==> src/rtl/interrupt_scheduler.sv <==
// Interrupt scheduler: latches peripheral interrupt factors, applies the mask,
// and runs the request/ack/service handshake toward the microcode sequencer.
module interrupt_scheduler #(
    parameter int NUM_SOURCES = 6,
    parameter int VECTOR_BASE = 2,
    parameter int VECTOR_STEP = 2
) (
    input  logic                           clk,
    input  logic                           reset,
    input  logic [NUM_SOURCES-1:0]         source_event,
    input  logic                           mask_wr,
    input  logic [NUM_SOURCES-1:0]         mask_wr_data,
    input  logic                           factor_rd,
    input  logic [$clog2(NUM_SOURCES)-1:0] factor_rd_index,
    input  logic                           interrupt_flag,
    input  logic                           instr_boundary,
    input  logic                           cpu_halted,
    input  logic                           irq_ack,
    input  logic                           service_done,
    output logic [NUM_SOURCES-1:0]         factor_flags,
    output logic [NUM_SOURCES-1:0]         mask,
    output logic                           irq_req,
    output logic [3:0]                     irq_vector,
    output logic                           in_service,
    output logic                           wake
);

    localparam int IDX_W = $clog2(NUM_SOURCES);

    typedef enum logic [1:0] {
        IDLE,
        REQ,
        SERVICE
    } state_t;

    state_t                 state;
    state_t                 state_next;
    logic                   req_next;
    logic                   service_next;
    logic [3:0]             vector_next;
    logic [3:0]             top_vector;
    logic [NUM_SOURCES-1:0] pending;
    logic                   any_pending;
    logic                   iflag_q;
    logic                   ei_rise;
    logic                   inhibit;
    logic                   boundary_seen;
    logic                   halt_cond;
    logic                   halt_cond_q;

    assign pending     = factor_flags & mask;
    assign any_pending = |pending;
    assign ei_rise     = interrupt_flag && !iflag_q;
    assign halt_cond   = cpu_halted && any_pending;

    // A new event outranks a software read of the same flag in the same cycle.
    always_ff @(posedge clk) begin
        if (reset) begin
            factor_flags <= '0;
        end else begin
            for (int i = 0; i < NUM_SOURCES; i++) begin
                if (source_event[i]) begin
                    factor_flags[i] <= 1'b1;
                end else if (factor_rd && factor_rd_index == IDX_W'(i)) begin
                    factor_flags[i] <= 1'b0;
                end
            end
        end
    end

    always_ff @(posedge clk) begin
        if (reset) begin
            mask <= '0;
        end else if (mask_wr) begin
            mask <= mask_wr_data;
        end
    end

    // Ascending scan so the highest pending index wins.
    always_comb begin
        top_vector = 4'(VECTOR_BASE);
        for (int i = 0; i < NUM_SOURCES; i++) begin
            if (pending[i]) begin
                top_vector = 4'(VECTOR_BASE + VECTOR_STEP * i);
            end
        end
    end

    // EI inhibit lasts until the second instruction boundary after it is armed.
    always_ff @(posedge clk) begin
        if (reset) begin
            iflag_q       <= 1'b0;
            inhibit       <= 1'b0;
            boundary_seen <= 1'b0;
        end else begin
            iflag_q <= interrupt_flag;
            if (ei_rise) begin
                inhibit       <= 1'b1;
                boundary_seen <= 1'b0;
            end else if (inhibit && instr_boundary) begin
                if (boundary_seen) begin
                    inhibit       <= 1'b0;
                    boundary_seen <= 1'b0;
                end else begin
                    boundary_seen <= 1'b1;
                end
            end
        end
    end

    always_ff @(posedge clk) begin
        if (reset) begin
            state      <= IDLE;
            irq_req    <= 1'b0;
            irq_vector <= 4'd0;
            in_service <= 1'b0;
        end else begin
            state      <= state_next;
            irq_req    <= req_next;
            irq_vector <= vector_next;
            in_service <= service_next;
        end
    end

    // The EI edge itself also blocks a request; the inhibit register only
    // becomes visible one cycle later.
    always_comb begin
        state_next   = state;
        req_next     = irq_req;
        vector_next  = irq_vector;
        service_next = in_service;
        case (state)
            IDLE: begin
                if (interrupt_flag && any_pending && !inhibit && !ei_rise) begin
                    state_next  = REQ;
                    req_next    = 1'b1;
                    vector_next = top_vector;
                end
            end
            REQ: begin
                if (irq_ack) begin
                    state_next   = SERVICE;
                    req_next     = 1'b0;
                    service_next = 1'b1;
                end else if (!interrupt_flag || !any_pending) begin
                    state_next = IDLE;
                    req_next   = 1'b0;
                end else begin
                    vector_next = top_vector;
                end
            end
            SERVICE: begin
                if (service_done) begin
                    state_next   = IDLE;
                    service_next = 1'b0;
                end
            end
            default: begin
                state_next   = IDLE;
                req_next     = 1'b0;
                service_next = 1'b0;
            end
        endcase
    end

    always_ff @(posedge clk) begin
        if (reset) begin
            halt_cond_q <= 1'b0;
            wake        <= 1'b0;
        end else begin
            halt_cond_q <= halt_cond;
            wake        <= halt_cond && !halt_cond_q;
        end
    end

endmodule

==> config.mk <==
export PLATFORM = sky130hd
export DESIGN_NAME = interrupt_scheduler
export DESIGN_NICKNAME = d
export VERILOG_FILES = /design/src/rtl/interrupt_scheduler.sv
export SDC_FILE = /design/constraint.sdc
export NUM_CORES = 1
export LEC_CHECK = 0
export CORE_ASPECT_RATIO = 1.4
export CORE_MARGIN = 4
export CORE_UTILIZATION = 40
export DETAILED_ROUTE_END_ITERATION = 8
export GPL_ROUTABILITY_DRIVEN = 1
export PLACE_DENSITY_LB_ADDON = 0.25
export SYNTH_ARGS = -nofsm -noshare
export SYNTH_HDL_FRONTEND = slang
export SYNTH_SLANG_ARGS = --single-unit
==> constraint.sdc <==
create_clock -name clk -period 2.22 [get_ports clk]
set_clock_uncertainty 0.2 [all_clocks]
set_input_delay 0.444 -clock clk [delete_from_list [all_inputs] [get_ports clk]]
set_output_delay 0.444 -clock clk [all_outputs]
set_load 0.05 [all_outputs]
==> qor.txt, run 1 <==
DR iter-0 viols - 19
Buf+Inv Stages, Crit Path - 1
final setup violation count - 0
Required @ worst endpoint - 1.58 ns
Total Routed Length - 2.29 mm
number of remaining DRC errors - 0
Hold Path Class - register to register
IO buf count - 41
hold buffers post-CTS - 0
slew margin rel. - 52.7%
die area - 3310 µm²
post-synthesis register bit count - 24
busiest layer in global routing - met2
die height - 66.5 µm
global-route wire length before repair - 3.96 mm
post-synthesis cell count - 103
ys flop type - dfxtp_1
dpl cells - 164
CP delay by family, top - buffers and inverters
vias in the first global route - 906
Pins Over Slew Limit - 0
Seq/Total Area, Yosys - 49.1%
area delta synth->final - 49.1%
H-tree levels - 1
cell leakage power - 0.643 nW
Root Buffer - clkbuf_4
most common cell after layout, fill and taps aside - clkdlybuf4s50_1
vias per cell - 5.39
yosys warns - 0
clk slew on worst S/H paths - 0.13 ns
GP Congestion - 0.763
core area - 2250 µm²
CTS buffer count - 3
FMAX - 0.471 GHz
IO Count - 43
Synth top area share - 49.1%
Net count, final - 171
Power Density - 616 nW/µm²
CP Max Fanout - 3
CTS Sinks - 24
most frequent cells in the layout - clkdlybuf4s50_1 (29), dfxtp_1 (24), nor2_1 (18)
Tmin final - 2.12 ns
CP peak stage delay - 0.81 ns
largest net degree at the start of global routing - 15
CP endpoint kind - output port
met1 Use GR - 18.3%
worst-margin pin slew - 0.709 ns
worst vdd ir - 0.535 mV
critical path's slowest cell - clkdlybuf4s50_1
Final Hold Fails - 0
ANT cells - 0
# Post-CTS Setup Buffers - 0
Tot Pwr - 899 µW
period utilization - 95.6%
Cell Area, Synth - 978 µm²
Max-Cap Viols - 0
startpoint types - register
Std-Cell Rows - 20
critical path class - register to output port
top post-synthesis cells by area - dfxtp_1 (49%), nor2_1 (6.9%), mux2i_1 (6.1%)
Clock Tree Buf Depth - 2
CTS tree - built
Via Count - 906
Finished Core Util - 64.8%
status - finished clean
CP Data Arrival Time - 1.48 ns
Final ANT Viol Nets - 0
CP cell instances - clkdlybuf4s50_1
DR pass1 iterations - 5
met2 Use GR - 26.7%
area leader, netlist - dfxtp_1
met3 global-route usage - 3.36%
Initial Utilization - 43.4%
wire length per cell - 13.6 µm
synth unique cells - 30
Die Wd - 49.8 µm
# fillers - 205
Mapped Nets - 127
hpwl dp - 1.78 mm
number of synthesized flops with an enable pin - 0
GR Util All Layers - 15.3%
Worst-Skew Late Latency - 0.30 ns
Syn Area/Cell - 9.50 µm²
RSZ-0062 raised after global routing - no
initial antenna violation count - 0
gr ovfl total - 0
layout cells sized above 1 - 9.59%
post-route insts no fill - 168
async set-or-reset flop fraction in the synthesized netlist - 0%
final setup TNS - 0 ns
## where the power goes
group	switching, mW	internal [mW]	total [mW]	leakage, nW
clock	0.121	0.0999	0.220	0.0210
combinational	0.114	0.0908	0.205	0.425
sequential	0.0202	0.453	0.473	0.198
total	0.255	0.644	0.899	0.643
## cell usage after synthesis (all sizes together) (2+ instances only)
cell and count:
dfxtp 24, nor2 18, a21oi 10, nand2 7, mux2i 6, clkbuf 3, nor2b 3, a211oi 2
a221o 2, a222oi 2, and2 2, nand2b 2, nand4b 2, nand4bb 2, nor3 2, nor3b 2
or3b 2
## layer usage
| metal | up-vias | wire [µm] |
|---|---|---|
| li1 | 459 | - |
| met1 | 415 | 926 |
| met2 | 30 | 1200 |
| met3 | 2 | 145 |
| met4 | 0 | 14 |
| met5 | - | 0 |
## sequential cells by signal, indices dropped and copies added (netlist names)
| signal | count |
|---|---|
| boundary_seen | 1 |
| irq_vector | 3 |
| inhibit | 1 |
| irq_req | 1 |
| in_service | 1 |
| state | 2 |
| mask | 6 |
| halt_cond_q | 1 |
| factor_flags | 6 |
| wake | 1 |
| iflag_q | 1 |
## area by class of cell
| class | instances | area (µm²) | share of cell area, % |
|---|---|---|---|
| sequential | 24 | 480 | 32.9 |
| multi-input combinational | 74 | 475 | 32.6 |
| timing repair buffer | 43 | 435 | 29.8 |
| clock buffer | 4 | 36.3 | 2.49 |
| tap | 22 | 27.5 | 1.89 |
| inverter | 1 | 3.75 | 0.257 |
## repair_timing
item | CTS | global route
endpoints found under the setup margin | 0 | 8
endpoints found under the hold margin | 0 | 0
gates resized for setup | 0 | 8
## path summary, 6_finish.rpt
check / from / to / slack [ns] / cells after the start
worst min-delay path: halt_cond_q$_SDFF_PP0_ / wake$_SDFF_PP0_ / 0.20 / 1
worst min register to register: halt_cond_q$_SDFF_PP0_ / wake$_SDFF_PP0_ / 0.20 / 1
worst max-delay path: in_service$_SDFFE_PP0P_ / in_service / 0.1 / 1
worst max register to register: factor_flags[5]$_SDFFE_PP0P_ / irq_vector[2]$_SDFFE_PP0P_ / 0.40 / 3
## stage by stage
step / hold WS [ns] / worst slack, ns / instance area (µm²)
after floorplan: 0.167 / 0.300 / 978
after global placement: 0.172 / 0.0869 / 1400
after detailed placement: 0.183 / 0.0603 / 1400
after CTS: 0.202 / 0.0111 / 1440
after global routing: 0.223 / 0.0255 / 1460
final: 0.196 / 0.0969 / 1460
## kinds of logic after synthesis
logic type      count (synthesis)  synth area share [%]
buf+inv                         5                  2.30
xor+xnor                        1                 0.895
simple gates                   44                  24.3
compound gates                 22                  16.9
mux                             6                  6.14
flops                          24                  49.1
other cells                     1                 0.383
Power figures use the tool's default switching activity.
==> inputs of run 2 (changes only) <==
--- a/config.mk
+++ b/config.mk
@@ -10,6 +10,7 @@
 export CORE_UTILIZATION = 40
 export DETAILED_ROUTE_END_ITERATION = 8
 export GPL_ROUTABILITY_DRIVEN = 1
+export HOLD_SLACK_MARGIN = 0.08
 export PLACE_DENSITY_LB_ADDON = 0.25
 export SYNTH_ARGS = -nofsm -noshare
 export SYNTH_HDL_FRONTEND = slang
==> results of run 2 <==
Same layout as run 1: the final DEF is identical, and so are final timing and power.
==> inputs of run 3 (changes only) <==
==> constraint.sdc (replaced) <==
create_clock -name clk -period 2.1 [get_ports clk]
set_clock_uncertainty 0.2 [all_clocks]
set_input_delay 0.42 -clock clk [delete_from_list [all_inputs] [get_ports clk]]
set_output_delay 0.42 -clock clk [all_outputs]
set_load 0.05 [all_outputs]
==> run 3 against run 2 <==
  * Non-clock buffer count grew 3
  * Sequential power is 5.5% higher
  * Design area is 1.7% lower
  * Highest routed layer unchanged
  * Largest cell class unchanged
  * Hold slack lost 0.0054 ns
  * Sequential cell count stayed put
  * Critical path depth unchanged
==> qor.txt, run 3 (synthesis results as in run 1) <==
status - finished clean
CTS tree - built
Required @ worst endpoint - 1.48 ns (-0.10 ns)
worst hold path endpoint - wake$_SDFF_PP0_
H-tree levels - 1 (unchanged)
FMAX - 0.487 GHz
Std-Cell Rows - 20 (unchanged)
Final Hold Fails - 0 (unchanged)
DR pass1 iterations - 4 (-1)
Max-Cap Viols - 0 (unchanged)
startpoint types - register
RSZ-0062 raised after global routing - no
IO Count - 43 (unchanged)
hold buffers post-CTS - 0 (unchanged)
total internal power - 682 µW (+6.0%)
CP Max Fanout - 2 (-1)
CP Data Arrival Time - 1.43 ns (-0.05 ns)
Total Routed Length - 2.25 mm (-1.8%)
largest registers - factor_flags x6, mask x6, irq_vector x3
number of remaining DRC errors - 0 (unchanged)
ANT cells - 0 (unchanged)
Die Wd - 49.8 µm (unchanged)
CTS buffer count - 3 (unchanged)
Tot Pwr - 948 µW (+5.5%)
CP cell instances - clkdlybuf4s50_1
core area - 2250 µm² (unchanged)
area delta synth->final - 46.5%
most frequent cells in the layout - dfxtp_1 (24), clkdlybuf4s50_1 (24), buf_4 (21)
Root Buffer - clkbuf_4
GP Congestion - 0.780 (+2.2%)
RR Endpoint - irq_vector[2]$_SDFFE_PP0P_
global-route wire length before repair - 3.78 mm (-4.5%)
GR Util All Layers - 14.6% (-0.67 points)
Via Count - 916 (+1.1%)
Pins Over Slew Limit - 0 (unchanged)
CP delay by family, top - buffers and inverters
wire length per cell - 13.1 µm (-3.6%)
final setup violation count - 0 (unchanged)
gr ovfl total - 0 (unchanged)
worst-margin pin slew - 0.499 ns (-0.210 ns)
die area - 3310 µm² (unchanged)
Seq pwr share - 52.7% (about the same)
DR iter-0 viols - 36 (+17)
cell leakage power - 0.582 nW (-9.5%)
layout cells sized above 1 - 19.5% (+9.9 points)
CP endpoint kind - output port
critical path class - register to output port
hold path depth - 1 (unchanged)
Worst Reg-to-Reg Cells - 4 (+1)
dpl cells - 167 (+1.8%)
vias in the first global route - 920 (+1.5%)
Net count, final - 174 (+1.8%)
Final ANT Viol Nets - 0 (unchanged)
die height - 66.5 µm (unchanged)
Switching Fraction - 28.0% (-0.34 points)
slew margin rel. - 66.7% (+14 points)
worst vdd ir - 0.498 mV (-7.1%)
Power Density - 661 nW/µm² (+7.4%)
period utilization - 97.8%
# Post-CTS Setup Buffers - 0 (unchanged)
vias per cell - 5.36 (-0.67%)
post-route insts no fill - 171 (+1.8%)
clk slew on worst S/H paths - 0.12 ns (about the same)
hpwl dp - 1.84 mm (+3.2%)
# fillers - 191 (-6.8%)
Worst-Skew Late Latency - 0.30 ns (about the same)
CTS Sinks - 24 (unchanged)
FF-to-FF Start - state[0]$_SDFFE_PP0P_
IO buf count - 41 (unchanged)
Clock power frac - 24.0% (-0.5 points)
Sw Pwr - 266 µW (+4.2%)
largest net degree at the start of global routing - 15 (unchanged)
initial antenna violation count - 0 (unchanged)
Clock Tree Buf Depth - 2 (unchanged)
Comb power frac - 23.3% (+0.5 points)
Levels on crit path - 1 (unchanged)
Hold Path Class - register to register
critical path's slowest cell - clkdlybuf4s50_1
Initial Utilization - 43.4% (unchanged)
Tmin final - 2.05 ns
r2r setup slk - 0.37 ns (-0.03 ns)
CP peak stage delay - 0.80 ns (about the same)
Hold Path Origin - halt_cond_q$_SDFF_PP0_
Buf+Inv Stages, Crit Path - 1 (unchanged)
## run 3: changes by cell type in the layout (fill, tap and decap cells not counted), sizes merged
| cell | before | now |
|---|---|---|
| buf | 6 | 21 |
| clkdlybuf4s50 | 29 | 24 |
| dlymetal6s2s | 8 | 1 |
## run 3: layout make-up
cell class,instances,area (µm²),share of cell area (%)
multi-input combinational,74,475,33.2
tap,22,27.5,1.92
clock buffer,4,36.3,2.53
sequential,24,480,33.5
inverter,1,3.75,0.262
timing repair buffer,46,410,28.6
## run 3: per-layer routing
| metal | vias to the layer above | share of wire (%) | track usage [%] | wire length (µm) |
|---|---|---|---|---|
| met5 | - | 0 | 0 | 0 |
| met4 | 0 | 0.89 | 6.23 | 20 |
| met3 | 2 | 8.1 | 3.36 | 182 |
| met2 | 34 | 53 | 27.5 | 1180 |
| met1 | 416 | 38 | 15.3 | 860 |
| li1 | 464 | - | - | - |
## run 3: repair_timing
action	4_1_cts	5_1_grt
setup endpoints to repair	0	1
endpoints found under the hold margin	0	0
resized for setup	0	1
## run 3: power by group through the flow
stage | clock [mW] | combinational, mW | sequential [mW]
floorplan | 0 | 0.0607 | 0.571
global placement | 0 | 0.219 | 0.510
detailed placement | 0 | 0.222 | 0.510
CTS | 0.240 | 0.223 | 0.500
global route | 0.255 | 0.235 | 0.503
finish | 0.228 | 0.221 | 0.499
## run 3: worst max path at each step
stage	start	to
after floorplan	mask[1]$_SDFFE_PP0P_	irq_vector[2]$_SDFFE_PP0P_
after global placement	irq_ack	irq_vector[2]$_SDFFE_PP0P_
after detailed placement	irq_ack	irq_vector[2]$_SDFFE_PP0P_
after CTS	irq_req$_SDFFE_PP0P_	irq_req
after global routing	irq_req$_SDFFE_PP0P_	irq_req
final	irq_req$_SDFFE_PP0P_	irq_req
## run 3: stage by stage
stage	hold slack (ns)	TNS [ns]	cell area, µm²	setup WS [ns]	util (%)
finish	0.191	0	1430	0.0467	63.7
global route	0.222	0	1430	0.000215	63.7
CTS	0.192	0	1430	0.0250	63.6
detailed placement	0.173	-0.0578	1400	-0.0314	61.9
global placement	0.171	-0.00425	1400	-0.00425	61.9
floorplan	0.167	0	978	0.180	-
